$ cat src/rtl/branch_pkg.sv
// Shared types and constants for the PC/nPC branch and trap sequencer.
package branch_pkg;

  typedef enum logic [2:0] {
    ST_RUN      = 3'd0,
    ST_SAVE_PC  = 3'd1,
    ST_SAVE_NPC = 3'd2,
    ST_VECTOR   = 3'd3,
    ST_ERROR    = 3'd4
  } seq_state_e;

  localparam logic [3:0] COND_BA      = 4'b1000;
  localparam logic [3:0] COND_BN      = 4'b0000;
  localparam logic [7:0] TT_TICC_BASE = 8'h80;
  localparam int         ANNUL_BIT    = 4;
  localparam int         COND_MSB     = 3;

  // Branch target relative to the branch's own PC; disp22 counts words.
  function automatic logic [31:0] bicc_target(input logic [31:0] pc,
                                              input logic [21:0] disp22);
    return pc + {{8{disp22[21]}}, disp22, 2'b00};
  endfunction

endpackage

$ cat src/rtl/branch_trap_sequencer.sv
// PC/nPC sequencer with delayed branches, annul handling and Ticc trap entry
// (save PC -> save nPC -> vector through TBR).
module branch_trap_sequencer
  import branch_pkg::*;
#(
  parameter logic [31:0] RESET_PC = 32'h0000_0000
) (
  input  logic        clk,
  input  logic        rst_n,
  input  logic        advance,
  input  logic        is_bicc,
  input  logic        is_ticc,
  input  logic [6:0]  IR31_25,
  input  logic [21:0] disp22,
  input  logic        BCOND,
  input  logic        TCOND,
  input  logic [6:0]  trap_num,
  input  logic [19:0] tba,
  input  logic        et,
  output logic [31:0] PC,
  output logic [31:0] nPC,
  output logic        annul,
  output logic        save_we,
  output logic        save_sel,
  output logic [31:0] save_data,
  output logic [7:0]  tt,
  output logic        et_clear,
  output logic        trap_active,
  output logic        error_mode
);

  seq_state_e  state_q;
  logic [31:0] pc_q, npc_q, saved_pc_q, saved_npc_q, save_data_q;
  logic        annul_q, save_we_q, save_sel_q, et_clear_q, trap_active_q, error_mode_q;
  logic [7:0]  tt_q;

  logic [31:0] npc_d, vec_pc;
  logic        annul_d, take_trap;
  logic [3:0]  cond;
  logic        a_bit;

  assign cond   = IR31_25[COND_MSB:0];
  assign a_bit  = IR31_25[ANNUL_BIT];
  assign vec_pc = {tba, tt_q, 4'b0000};

  // Next nPC/annul for a retiring instruction in RUN; PC always becomes nPC.
  always_comb begin
    npc_d     = npc_q + 32'd4;
    annul_d   = 1'b0;
    take_trap = 1'b0;
    if (!annul_q) begin
      if (is_ticc) begin
        take_trap = TCOND;
      end else if (is_bicc) begin
        if (cond == COND_BA) begin
          npc_d   = bicc_target(pc_q, disp22);
          annul_d = a_bit;
        end else if (cond == COND_BN) begin
          annul_d = a_bit;
        end else if (BCOND) begin
          npc_d   = bicc_target(pc_q, disp22);
        end else begin
          annul_d = a_bit;
        end
      end
    end
  end

  always_ff @(posedge clk) begin
    if (!rst_n) begin
      state_q       <= ST_RUN;
      pc_q          <= RESET_PC;
      npc_q         <= RESET_PC + 32'd4;
      annul_q       <= 1'b0;
      saved_pc_q    <= '0;
      saved_npc_q   <= '0;
      save_we_q     <= 1'b0;
      save_sel_q    <= 1'b0;
      save_data_q   <= '0;
      tt_q          <= '0;
      et_clear_q    <= 1'b0;
      trap_active_q <= 1'b0;
      error_mode_q  <= 1'b0;
    end else begin
      case (state_q)
        ST_RUN: begin
          if (advance) begin
            if (take_trap) begin
              tt_q          <= TT_TICC_BASE | {1'b0, trap_num};
              saved_pc_q    <= pc_q;
              saved_npc_q   <= npc_q;
              trap_active_q <= 1'b1;
              if (et) begin
                state_q     <= ST_SAVE_PC;
                save_we_q   <= 1'b1;
                save_sel_q  <= 1'b0;
                save_data_q <= pc_q;
              end else begin
                state_q      <= ST_ERROR;
                error_mode_q <= 1'b1;
              end
            end else begin
              pc_q    <= npc_q;
              npc_q   <= npc_d;
              annul_q <= annul_d;
            end
          end
        end
        ST_SAVE_PC: begin
          state_q     <= ST_SAVE_NPC;
          save_sel_q  <= 1'b1;
          save_data_q <= saved_npc_q;
        end
        ST_SAVE_NPC: begin
          state_q    <= ST_VECTOR;
          save_we_q  <= 1'b0;
          save_sel_q <= 1'b0;
          et_clear_q <= 1'b1;
        end
        ST_VECTOR: begin
          state_q       <= ST_RUN;
          pc_q          <= vec_pc;
          npc_q         <= vec_pc + 32'd4;
          annul_q       <= 1'b0;
          et_clear_q    <= 1'b0;
          trap_active_q <= 1'b0;
        end
        ST_ERROR: begin
          state_q <= ST_ERROR;
        end
        default: begin
          state_q <= ST_RUN;
        end
      endcase
    end
  end

  assign PC          = pc_q;
  assign nPC         = npc_q;
  assign annul       = annul_q;
  assign save_we     = save_we_q;
  assign save_sel    = save_sel_q;
  assign save_data   = save_data_q;
  assign tt          = tt_q;
  assign et_clear    = et_clear_q;
  assign trap_active = trap_active_q;
  assign error_mode  = error_mode_q;

endmodule
$ cat config.mk
export PLATFORM = sky130hd
export DESIGN_NAME = branch_trap_sequencer
export DESIGN_NICKNAME = d
export VERILOG_FILES = /design/src/rtl/branch_pkg.sv /design/src/rtl/branch_trap_sequencer.sv
export SDC_FILE = /design/constraint.sdc
export NUM_CORES = 1
export LEC_CHECK = 0
export ABC_CLOCK_PERIOD_IN_PS = 2600
export BUFFER_PORTS_ARGS = -buffer_cell sky130_fd_sc_hd__buf_4
export CORE_MARGIN = 2
export CORE_UTILIZATION = 30
export DETAILED_ROUTE_END_ITERATION = 10
export SYNTH_ARGS = -nofsm -noshare
export SYNTH_HDL_FRONTEND = slang
export SYNTH_SLANG_ARGS = --single-unit
$ cat constraint.sdc
create_clock -name clk -period 2.6 [get_ports clk]
set_input_delay 0.26 -clock clk [delete_from_list [all_inputs] [get_ports clk]]
set_output_delay 0.26 -clock clk [all_outputs]
set_load 0.01 [all_outputs]
==> results of run 1 <==
critical path, delay by kind of cell (launching register included):
family / cells / cell delay [ps]
AOI/OAI and AO/OA: 6 / 1080
xor gates and xnor gates: 1 / 110
adders and majority gates: 2 / 470
buffers and inverters: 2 / 200
DFF: 1 / 350
and+or+nand+nor: 2 / 220
per-stage QoR:
stage	setup WS, ps	util (%)
final	28.9	42.0
after global routing	-104	42.0
after CTS	-17.2	41.5
after detailed placement	-223	38.9
after global placement	-164	38.9
after floorplan	30.7	-
routing by layer:
layer  part of all wire (%)  track usage (%)
met2                     47             32.0
met5                      0                0
met1                     46             25.2
met3                    5.4             4.25
met4                    1.2             5.32
state kept, by name (all words and copies together) (netlist names), 3 cells and up:
name and cells:
PC 32, nPC 32, save_data 32, saved_npc_q 32, state_q 3, tt 8
cells in the final DEF (no fill, tap or decap), types with 10 or more instances in the layout:
cell and count:
inv_1 19, mux2i_1 34, a21oi_1 116, ha_1 25
xnor2_1 18, nand2_1 162, nor2_1 93, o211ai_1 13
nor3_1 10, a211oi_1 36, buf_4 265, a22oi_1 27
clkbuf_16 17, a21o_1 14, a221oi_1 16, and2_1 10
xor2_1 17, o21ai_0 26, dfxtp_1 143, nand3_1 24
path summary, 6_finish.rpt:
check / slack, ps / endpoint / start / cells past startpoint
max reg2reg: 30 / nPC[24] / PC[2] / 13
min: 80 / tt[0] / trap_num[0] / 3
max: 30 / nPC[24] / PC[2] / 13
min reg2reg: 450 / saved_npc_q[29] / saved_npc_q[29] / 2
repair_timing:
item / 4_1_cts / 5_1_grt
setup buffers: 1 / 4
setup endpoints to repair: 6 / 15
pin swaps: 8 / 13
resized for setup: 7 / 24
cloned: 0 / 0
cell type report:
class,count,share of cell area (%)
Inverter,21,0.745
Multi-Input combinational cell,756,44.4
Tap cell,335,3.84
Timing Repair Buffer,268,18.8
Sequential cell,145,26.6
Clock buffer,22,4.43
Clock inverter,9,1.19
cells by family after synthesis:
family | after synthesis | share of synthesized area (%)
buf+inv | 91 | 4.68
fa+ha+maj | 31 | 4.98
xor+xnor | 36 | 3.97
simple gates | 348 | 19.6
flops | 145 | 36.6
compound gates | 307 | 25.9
mux | 34 | 4.29
power breakdown:
group | total (mW) | leakage, nW | switching (mW) | internal [mW]
Combinational | 0.896 | 2.90 | 0.505 | 0.391
Sequential | 2.36 | 1.18 | 0.0616 | 2.30
Clock | 2.59 | 0.290 | 0.991 | 1.60
Total | 5.85 | 4.37 | 1.56 | 4.29
==> summary.md, run 1 <==
| Metric | Value |
|---|---|
| Most used DFF post-synth | `dfxtp_1` |
| Seq/Total Area, Yosys | `36.6%` |
| Post-synth top cells | `nand2_1 (162), dfxtp_1 (145), a21oi_1 (119)` |
| Design Area, Final | `about 0.011 mm2` |
| Syn_nets | `1087` |
| Final Power | `about 5.8 mW` |
| Total CTS buffers | `17` |
| Largest net degree at the start of global routing | `between 60 and 70` |
| PD cells | `535 mW/mm2` |
| Final Non-Filler Cells | `1556` |
| CP required | `between 2000 and 3000 ps` |
| Hpwl dp | `approximately 19 mm` |
| Worst-path cell chain | `ha_4 -> inv_2 -> fa_2 -> nand2b_4 -> a21oi_4 -> o41ai_4 -> buf_4 -> a2111oi_4 -> o31ai_2 -> o211ai_1 -> xor2_1 -> a211oi_2 -> nor2_1` |
| Row count | `59` |
| Via count | `8050` |
| # clock sinks | `145` |
| Synth top area cells | `dfxtp_1 (37%), nand2_1 (7.7%), a21oi_1 (7.5%), ha_1 (4.7%), nor2_1 (4.5%)` |
| Routed len/inst | `between 15 and 20 um` |
| Ant diodes | `0` |
| Crit path max fanout | `3` |
| FFs w/ async S/R, synth | `0%` |
| Vias in the first global route | `between 7000 and 8000` |
| GR Overflow Total | `0` |
| Initial drt markers | `slightly above 600` |
| Fin crit period | `between 2000 and 3000 ps` |
| CTS clock-pin slew for the worst setup and hold paths | `around 60 ps` |
| Die height | `between 150 and 200 um` |
| Fillers | `between 2000 and 3000` |
| Bufs on Longest Clock Path | `2` |
| #FFs+latches synth | `between 100 and 150` |
| Synth area leader | `dfxtp_1` |
| Unique masters post-synth | `73` |
| Worst hold slack | `80.1 ps` |
| CP startpoint kind | `register` |
| Post-synth EDFFs | `0` |
| IO Count | `174` |
| H-tree depth | `4` |
| VDD IR max | `approximately 0.33 mV` |
| Cell total after placement | `~1500` |
| Port-buffer cells | `between 150 and 200` |
| Chip Width | `between 150 and 200 um` |
| CP peak stage delay | `350 ps` |
| Final Hold Viols | `0` |
| Clk root buf | `clkbuf_16` |
| Crit-path slowest cell | `dfxtp_2` |
| Actual slew at the worst max-slew pin | `roughly 510 ps` |
| Syn. warnings | `0` |
| Skew final | `roughly 11 ps` |
| Max_slew headroom | `66.2%` |
| Synth top area share | `a little over a third` |
| Fin Setup TNS | `0 ps` |
| Die area | `~0.028 mm2` |
| Count leader, synth | `nand2_1` |
| Area of the multi-input gates | `0.00485 mm2` |
| Mapped Cells | `roughly 990` |
| Worst setup EP type | `register` |
| Status | `completed` |
| WL final | `approximately 27 mm` |
| Area Overhead vs Synth | `37.7%` |
| Leakage | `between 4 and 5 nW` |
| Dpl cell area | `between 0.01 and 0.015 mm2` |
| Avg Inst Size Synth | `between 7 and 8 um2` |
| CTS tree | `yes` |
| First-pass GRT wire length | `43.2 mm` |
| Worst Setup Path Type | `reg -> reg` |
| Core ar. | `approximately 0.026 mm2` |
| Initial antenna violation count | `0` |
| Mapped Area | `between 0.007 and 0.008 mm2` |
| Maximum clock rate | `slightly below 0.4 GHz` |
| Clock network latency to the later pin of the worst-skew pair | `approximately 430 ps` |
| Hold Path Class | `in -> reg` |
| Final period utilization | `~100%` |
| All-layer global routing usage | `approximately 19%` |
| Final Wtd Congestion | `between 0.8 and 0.9` |
| FF/Latch Area | `slightly below 0.003 mm2` |
| Via density | `about 5.2` |
| RSZ-0062 raised after global routing | `true` |
| Routed Antenna Nets | `0` |
| DRT Pass-1 Iters | `7` |
| Max Slew Vio Count | `0` |
| Post-cts hold buffer count | `0` |
| Final #Nets | `approximately 1300` |
| Initial Util | `a little under a third` |
| Maxcap violations | `0` |
| Crit path DAT | `between 2000 and 3000 ps` |
| DRC | `0` |
| Share of cells above drive strength 1 | `around 29%` |
| # setup viols final | `0` |
(Power assumes the default switching activity.)
==> run 2: changes to the inputs <==
Settings changed: CORE_MARGIN 2 to 4.
==> run 2 against run 1 <==
Compared with the run above:
- the run now ends with setup timing left
- power increased by 2.9%
- cell area increased by 1.1%
- register-to-register slack got worse by 70 ps
- sequential power about the same
- via count increased by 0.57%
- flip-flop and latch count unchanged
- clock power increased by 6%
- wire length increased by 2.0%
- worst setup slack got worse by 69 ps
- largest cell class unchanged
- largest power group unchanged
==> summary.md, run 2 (synthesized netlist as in run 1, its figures left out) <==
| Metric | Value |
|---|---|
| Worst R2R Start | `PC[2]` |
| Skew final | `11.9 ps (+0.710 ps)` |
| DRC | `0 (unchanged)` |
| Vias in the first global route | `7773 (-0.15%)` |
| WL final | `27.4 mm (+2.0%)` |
| HP Start | `trap_num[1]` |
| Routed Antenna Nets | `0 (unchanged)` |
| Final Non-Filler Cells | `1559 (+0.19%)` |
| Core ar. | `0.0261 mm2 (+0.28%)` |
| Routed len/inst | `17.5 um (+1.8%)` |
| Cell total after placement | `1523 (+0.13%)` |
| Crit path max fanout | `3 (unchanged)` |
| Row count | `59 (unchanged)` |
| Final Hold Viols | `0 (unchanged)` |
| Final period utilization | `102% (+2.7 points)` |
| All-layer global routing usage | `18.5% (-0.78 points)` |
| H-tree depth | `4 (unchanged)` |
| Worst Setup Path Type | `reg -> reg` |
| # clock sinks | `145 (unchanged)` |
| Ant diodes | `0 (unchanged)` |
| Largest net degree at the start of global routing | `65 (unchanged)` |
| CTS clock-pin slew for the worst setup and hold paths | `60 ps (about the same)` |
| CTS tree | `yes` |
| Maxcap violations | `0 (unchanged)` |
| RSZ-0062 raised after global routing | `true` |
| Failing checks | `setup timing` |
| Maximum clock rate | `0.379 GHz (-2.6%)` |
| Leakage | `4.41 nW (+0.90%)` |
| Die area | `0.0291 mm2 (+4.9%)` |
| Final #Nets | `1308 (+0.31%)` |
| VDD IR max | `0.330 mV (+0.49%)` |
| PD cells | `545 mW/mm2 (+1.8%)` |
| Worst setup EP type | `register` |
| First-pass GRT wire length | `42.9 mm (-0.61%)` |
| FF-to-FF setup slack | `-40 ps (-70 ps)` |
| GR Overflow Total | `0 (unchanged)` |
| Commonest non-fill, non-tap cell in the layout | `buf_4` |
| Status | `finished with violations` |
| Bufs on Longest Clock Path | `2 (unchanged)` |
| Setup WS post-layout | `-40.4 ps (-69.3 ps)` |
| Die height | `171 um (+2.4%)` |
| Port-buffer cells | `171 (unchanged)` |
| IO Count | `174 (unchanged)` |
| Post-cts hold buffer count | `0 (unchanged)` |
| Max Slew Vio Count | `0 (unchanged)` |
| DP Worst Slack | `-204 ps (+19.1 ps)` |
| Critical Path Start | `PC[2]` |
| Area Overhead vs Synth | `39.1%` |
| Via count | `8096 (+0.57%)` |
| DRT Pass-1 Iters | `7 (unchanged)` |
| Share of cells above drive strength 1 | `29.2% (+0.58 points)` |
| Final Wtd Congestion | `0.868 (-0.25%)` |
| Clk root buf | `clkbuf_16` |
| # setup viols final | `2 (+2)` |
| Actual slew at the worst max-slew pin | `658 ps (+151 ps)` |
| Hold Path Class | `in -> reg` |
| Initial Util | `30.4% (-0.086 points)` |
| Fin Setup TNS | `-66.8 ps (-66.8 ps)` |
| Initial antenna violation count | `0 (unchanged)` |
| Initial drt markers | `479 (-21%)` |
| Crit path DAT | `2950 ps (+80 ps)` |
| Hpwl dp | `19.9 mm (+2.5%)` |
| Chip Width | `171 um (+2.4%)` |
| Fin crit period | `2640 ps (+69.3 ps)` |
| Via density | `5.19 (+0.38%)` |
| CP required | `2910 ps (about the same)` |
| CP startpoint kind | `register` |
| Total CTS buffers | `17 (unchanged)` |
| Max_slew headroom | `56.1% (-10 points)` |
| Most frequent cells in the layout | `buf_4 (268), nand2_1 (162), dfxtp_1 (141)` |
| Clock network latency to the later pin of the worst-skew pair | `430 ps (about the same)` |
-- run 2: cell types whose count changed in the layout (fill, tap and decap cells not counted), moves of 2 or more --
cell / delta
buf_4: +3
bufinv_16: +2
dfxtp_1: -2
dfxtp_2: +2
ha_1: -2
ha_4: +2
-- run 2: what timing repair did --
item	4_1_cts	5_1_grt
resized for setup	11	28
endpoints found under the hold margin	0	0
setup endpoints to repair	9	16
setup buffers	1	5
pin swaps	11	20
-- run 2: critical path: stages (launching register included) --
cell	delay (ps)
dfxtp_2	350
ha_4	130
inv_2	30
fa_2	330
nand2b_4	170
a21oi_4	170
o41ai_4	120
buf_4	160
a2111oi_4	360
o31ai_4	130
o211ai_1	200
xor2_1	110
a211oi_2	190
nor2_1	60
-- run 2: through the flow --
stage	util [%]	area [um2]	power, mW	hold slack (ps)
2_1_floorplan	-	7940	2.86	396
6_report	42.4	11000	6.02	85.1
3_3_place_gp	38.9	10100	3.28	441
3_5_place_dp	38.9	10100	3.28	446
5_1_grt	42.4	11000	6.26	76.0
4_1_cts	41.6	10800	6.06	65.4
-- run 2: area by class of cell --
class / count / area (um2)
fillers: 2630 / 15000
multi-input cells: 756 / 4900
flip-flops and latches: 145 / 2910
repair buffers: 272 / 2080
clock buffers: 20 / 467
well taps: 335 / 419
clock inverters: 10 / 183
inverters: 21 / 81.3
-- run 2: power by group --
| group | leakage [nW] | switching, mW | internal (mW) | total, mW |
|---|---|---|---|---|
| registers | 1.18 | 0.0604 | 2.30 | 2.36 |
| logic | 2.92 | 0.510 | 0.398 | 0.907 |
| clock network | 0.310 | 0.985 | 1.77 | 2.75 |
-- run 2: path summary, 6_finish.rpt --
check        depth (start not counted)               to
max                                 13          nPC[24]
min                                  3            tt[1]
max reg2reg                         13          nPC[24]
min reg2reg                          2  saved_npc_q[27]
-- run 2: per-layer routing --
layer	GRT usage, %	vias up	wire (um)
met5	0	-	0
met4	3.68	0	255
met3	4.00	21	1680
met2	30.9	238	13300
met1	24.8	3821	12200
li1	-	4016	-
==> run 3: changes to the inputs <==
Settings changed: ABC_AREA set to 1.
==> run 3 against run 2 <==
Compared with the run above:
- the run now ends clean
- non-clock buffer count shrank 48
- cell area grew 2.9%
- clock power is essentially flat
- die area grew 9.8%
- sequential power grew 28%
- critical path type unchanged
- critical endpoint is now nPC[16]
==> summary.md, run 3 <==
| Metric | Value |
|---|---|
| Row count | `62 (+5.1%)` |
| Worst Setup Path Type | `reg -> reg` |
| Maxcap violations | `0 (unchanged)` |
| Final #Nets | `1629 (+25%)` |
| Core ar. | `0.0288 mm2 (+10%)` |
| Crit-path slowest cell | `dfxtp_1` |
| # clock sinks | `145 (unchanged)` |
| Synth top area cells | `dfxtp_1 (33%), nand2_1 (15%), o21ai_0 (6.3%), inv_1 (6.0%), a21oi_1 (5.7%)` |
| FF-to-FF setup slack | `140 ps (+180 ps)` |
| Share of cells above drive strength 1 | `18.7% (-10 points)` |
| #FFs+latches synth | `145 (unchanged)` |
| Chip Width | `179 um (+4.8%)` |
| Synth top area share | `33.2% (-3.4 points)` |
| Actual slew at the worst max-slew pin | `518 ps (-140 ps)` |
| Seq/Total Area, Yosys | `33.2% (-3.4 points)` |
| Postcts setup bufs | `0 (-1)` |
| Fin Setup TNS | `0 ps (+66.8 ps)` |
| CTS tree | `yes` |
| Syn_nets | `1450 (+33%)` |
| Via density | `5.11 (-1.5%)` |
| DP Worst Slack | `185 ps (+389 ps)` |
| PD cells | `771 mW/mm2 (+41%)` |
| Largest net degree at the start of global routing | `45 (-31%)` |
| FF/Latch Area | `0.00290 mm2 (-0.17%)` |
| All-layer global routing usage | `21.6% (+3.1 points)` |
| Hold path cells | `3 (unchanged)` |
| Status | `completed` |
| Crit path max fanout | `4 (+1)` |
| # setup viols final | `0 (-2)` |
| Commonest non-fill, non-tap cell in the layout | `nand2_1` |
| Max Slew Vio Count | `0 (unchanged)` |
| Initial Util | `30.4% (-0.036 points)` |
| Ant diodes | `0 (unchanged)` |
| CP peak stage delay | `460 ps (+100 ps)` |
| Most used DFF post-synth | `dfxtp_1` |
| Port-buffer cells | `171 (unchanged)` |
| Most frequent cells in the layout | `nand2_1 (358), buf_4 (221), dfxtp_1 (145)` |
| Via count | `9877 (+22%)` |
| Leakage | `5.02 nW (+14%)` |
| IO Count | `174 (unchanged)` |
| GR Overflow Total | `0 (unchanged)` |
| Avg Inst Size Synth | `6.46 um2 (-19%)` |
| Routed Antenna Nets | `0 (unchanged)` |
| Clk root buf | `clkbuf_16` |
| Post-synth EDFFs | `0 (unchanged)` |
| Fillers | `3103 (+18%)` |
| H-tree depth | `4 (unchanged)` |
| CP startpoint kind | `register` |
| DRC | `0 (unchanged)` |
| Maximum clock rate | `0.407 GHz (+7.4%)` |
| RSZ-0062 raised after global routing | `false` |
| Worst R2R Start | `PC[5]` |
| Syn. warnings | `0 (unchanged)` |
| Die height | `179 um (+4.8%)` |
| CTS clock-pin slew for the worst setup and hold paths | `70 ps (about the same)` |
| FFs w/ async S/R, synth | `0% (unchanged)` |
| Initial antenna violation count | `0 (unchanged)` |
| Area Overhead vs Synth | `29.8%` |
| R2R depth | `9 (-4)` |
| Crit path DAT | `2780 ps (-170 ps)` |
| WHS Endpoint | `tt[4]` |
| Count leader, synth | `nand2_1` |
| First-pass GRT wire length | `53.0 mm (+23%)` |
| WL final | `35.3 mm (+29%)` |
| Bufs on Longest Clock Path | `2 (unchanged)` |
| VDD IR max | `0.513 mV (+55%)` |
| Setup WS post-layout | `141 ps (+182 ps)` |
| Mapped Area | `0.00875 mm2 (+10%)` |
| CP required | `2920 ps (about the same)` |
| Max_slew headroom | `65.5% (+9.3 points)` |
| Worst setup EP type | `register` |
| Post-synth top cells | `nand2_1 (360), dfxtp_1 (145), inv_1 (139)` |
| Worst-path cell chain | `ha_1 -> a21oi_1 -> nand2_2 -> a21oi_1 -> o21ai_0 -> o21ai_0 -> o21ai_0 -> a21oi_1 -> nor2_1` |
| Final Hold Viols | `0 (unchanged)` |
| Hold Path Class | `in -> reg` |
| HP Start | `trap_num[4]` |
| Buf/Inv on CP | `0 (-2)` |
| Die area | `0.0320 mm2 (+9.8%)` |
| Clock network latency to the later pin of the worst-skew pair | `440 ps (about the same)` |
| Mapped Cells | `1355 (+37%)` |
| Unique masters post-synth | `42 (-42%)` |
| Final period utilization | `94.6% (-7.0 points)` |
| R2r endpoint | `nPC[16]` |
| Post-cts hold buffer count | `0 (unchanged)` |
| Area of the multi-input gates | `0.00505 mm2 (+3.2%)` |
| Initial drt markers | `919 (+92%)` |
| DRT Pass-1 Iters | `5 (-2)` |
| Total CTS buffers | `17 (unchanged)` |
| Routed len/inst | `18.3 um (+4.3%)` |
| Vias in the first global route | `9159 (+18%)` |
| Delay-heaviest family, CP | `compound AO/OA/AOI/OAI gates` |
| Fin crit period | `2460 ps (-182 ps)` |
| Hpwl dp | `27.9 mm (+40%)` |
| Skew final | `18.9 ps (+6.99 ps)` |
| Final Wtd Congestion | `0.966 (+11%)` |
| Synth area leader | `dfxtp_1` |
[run 3: worst max path at each step]
stage | start | end | slack, ps | cells past startpoint
floorplan | PC[2] | nPC[30] | 490 | 17
global placement | disp22[0] | nPC[30] | 170 | 18
detailed placement | disp22[0] | nPC[16] | 180 | 14
CTS | PC[2] | nPC[16] | 180 | 13
global route | PC[19] | nPC[24] | 10 | 12
finish | PC[5] | nPC[16] | 140 | 9
[run 3: logic make-up after synthesis]
family / after synthesis / share of synthesized area (%)
buffers and inverters: 213 / 9.41
AOI/OAI and AO/OA: 317 / 19.9
and+or+nand+nor: 632 / 31.3
adders and majority gates: 31 / 4.52
DFF: 145 / 33.2
xor gates and xnor gates: 17 / 1.70
[run 3: final cells by class]
class,instances,share of cell area (%)
multi-input cells,997,44.5
inverters,149,4.92
flip-flops and latches,145,25.6
well taps,384,4.23
repair buffers,224,15.1
clock inverters,14,1.78
clock buffers,18,3.87
[run 3: stage by stage]
stage	instances	hold slack (ps)	util [%]	instance area (um2)	total power, mW
6_report	1931	39.6	39.5	11400	8.75
5_1_grt	1931	50.6	39.5	11400	9.23
4_1_cts	1931	35.4	39.4	11300	8.78
3_5_place_dp	1899	445	37.2	10700	6.06
3_3_place_gp	1899	442	37.2	10700	6.03
2_1_floorplan	1355	395	-	8750	4.67
[run 3: worst min-delay path, stage by stage]
cell	delay (ps)
buf_4	80
nor2_1	30
nor2_1	80
[run 3: what timing repair did]
action / in CTS / in global routing
hold endpoints to repair: 0 / 0
setup endpoints to repair: 0 / 4
resized for setup: 0 / 4
[run 3: report_power, final]
| group | switching, mW | internal [mW] |
|---|---|---|
| sequential | 0.351 | 2.68 |
| clock | 1.08 | 1.65 |
| combinational | 1.86 | 1.14 |
| total | 3.29 | 5.47 |
[run 3: per-layer routing]
layer	track usage [%]	routed length [um]
met4	7.68	1000
met5	0	0
met1	28.4	15400
met2	35.7	16500
met3	3.77	2430
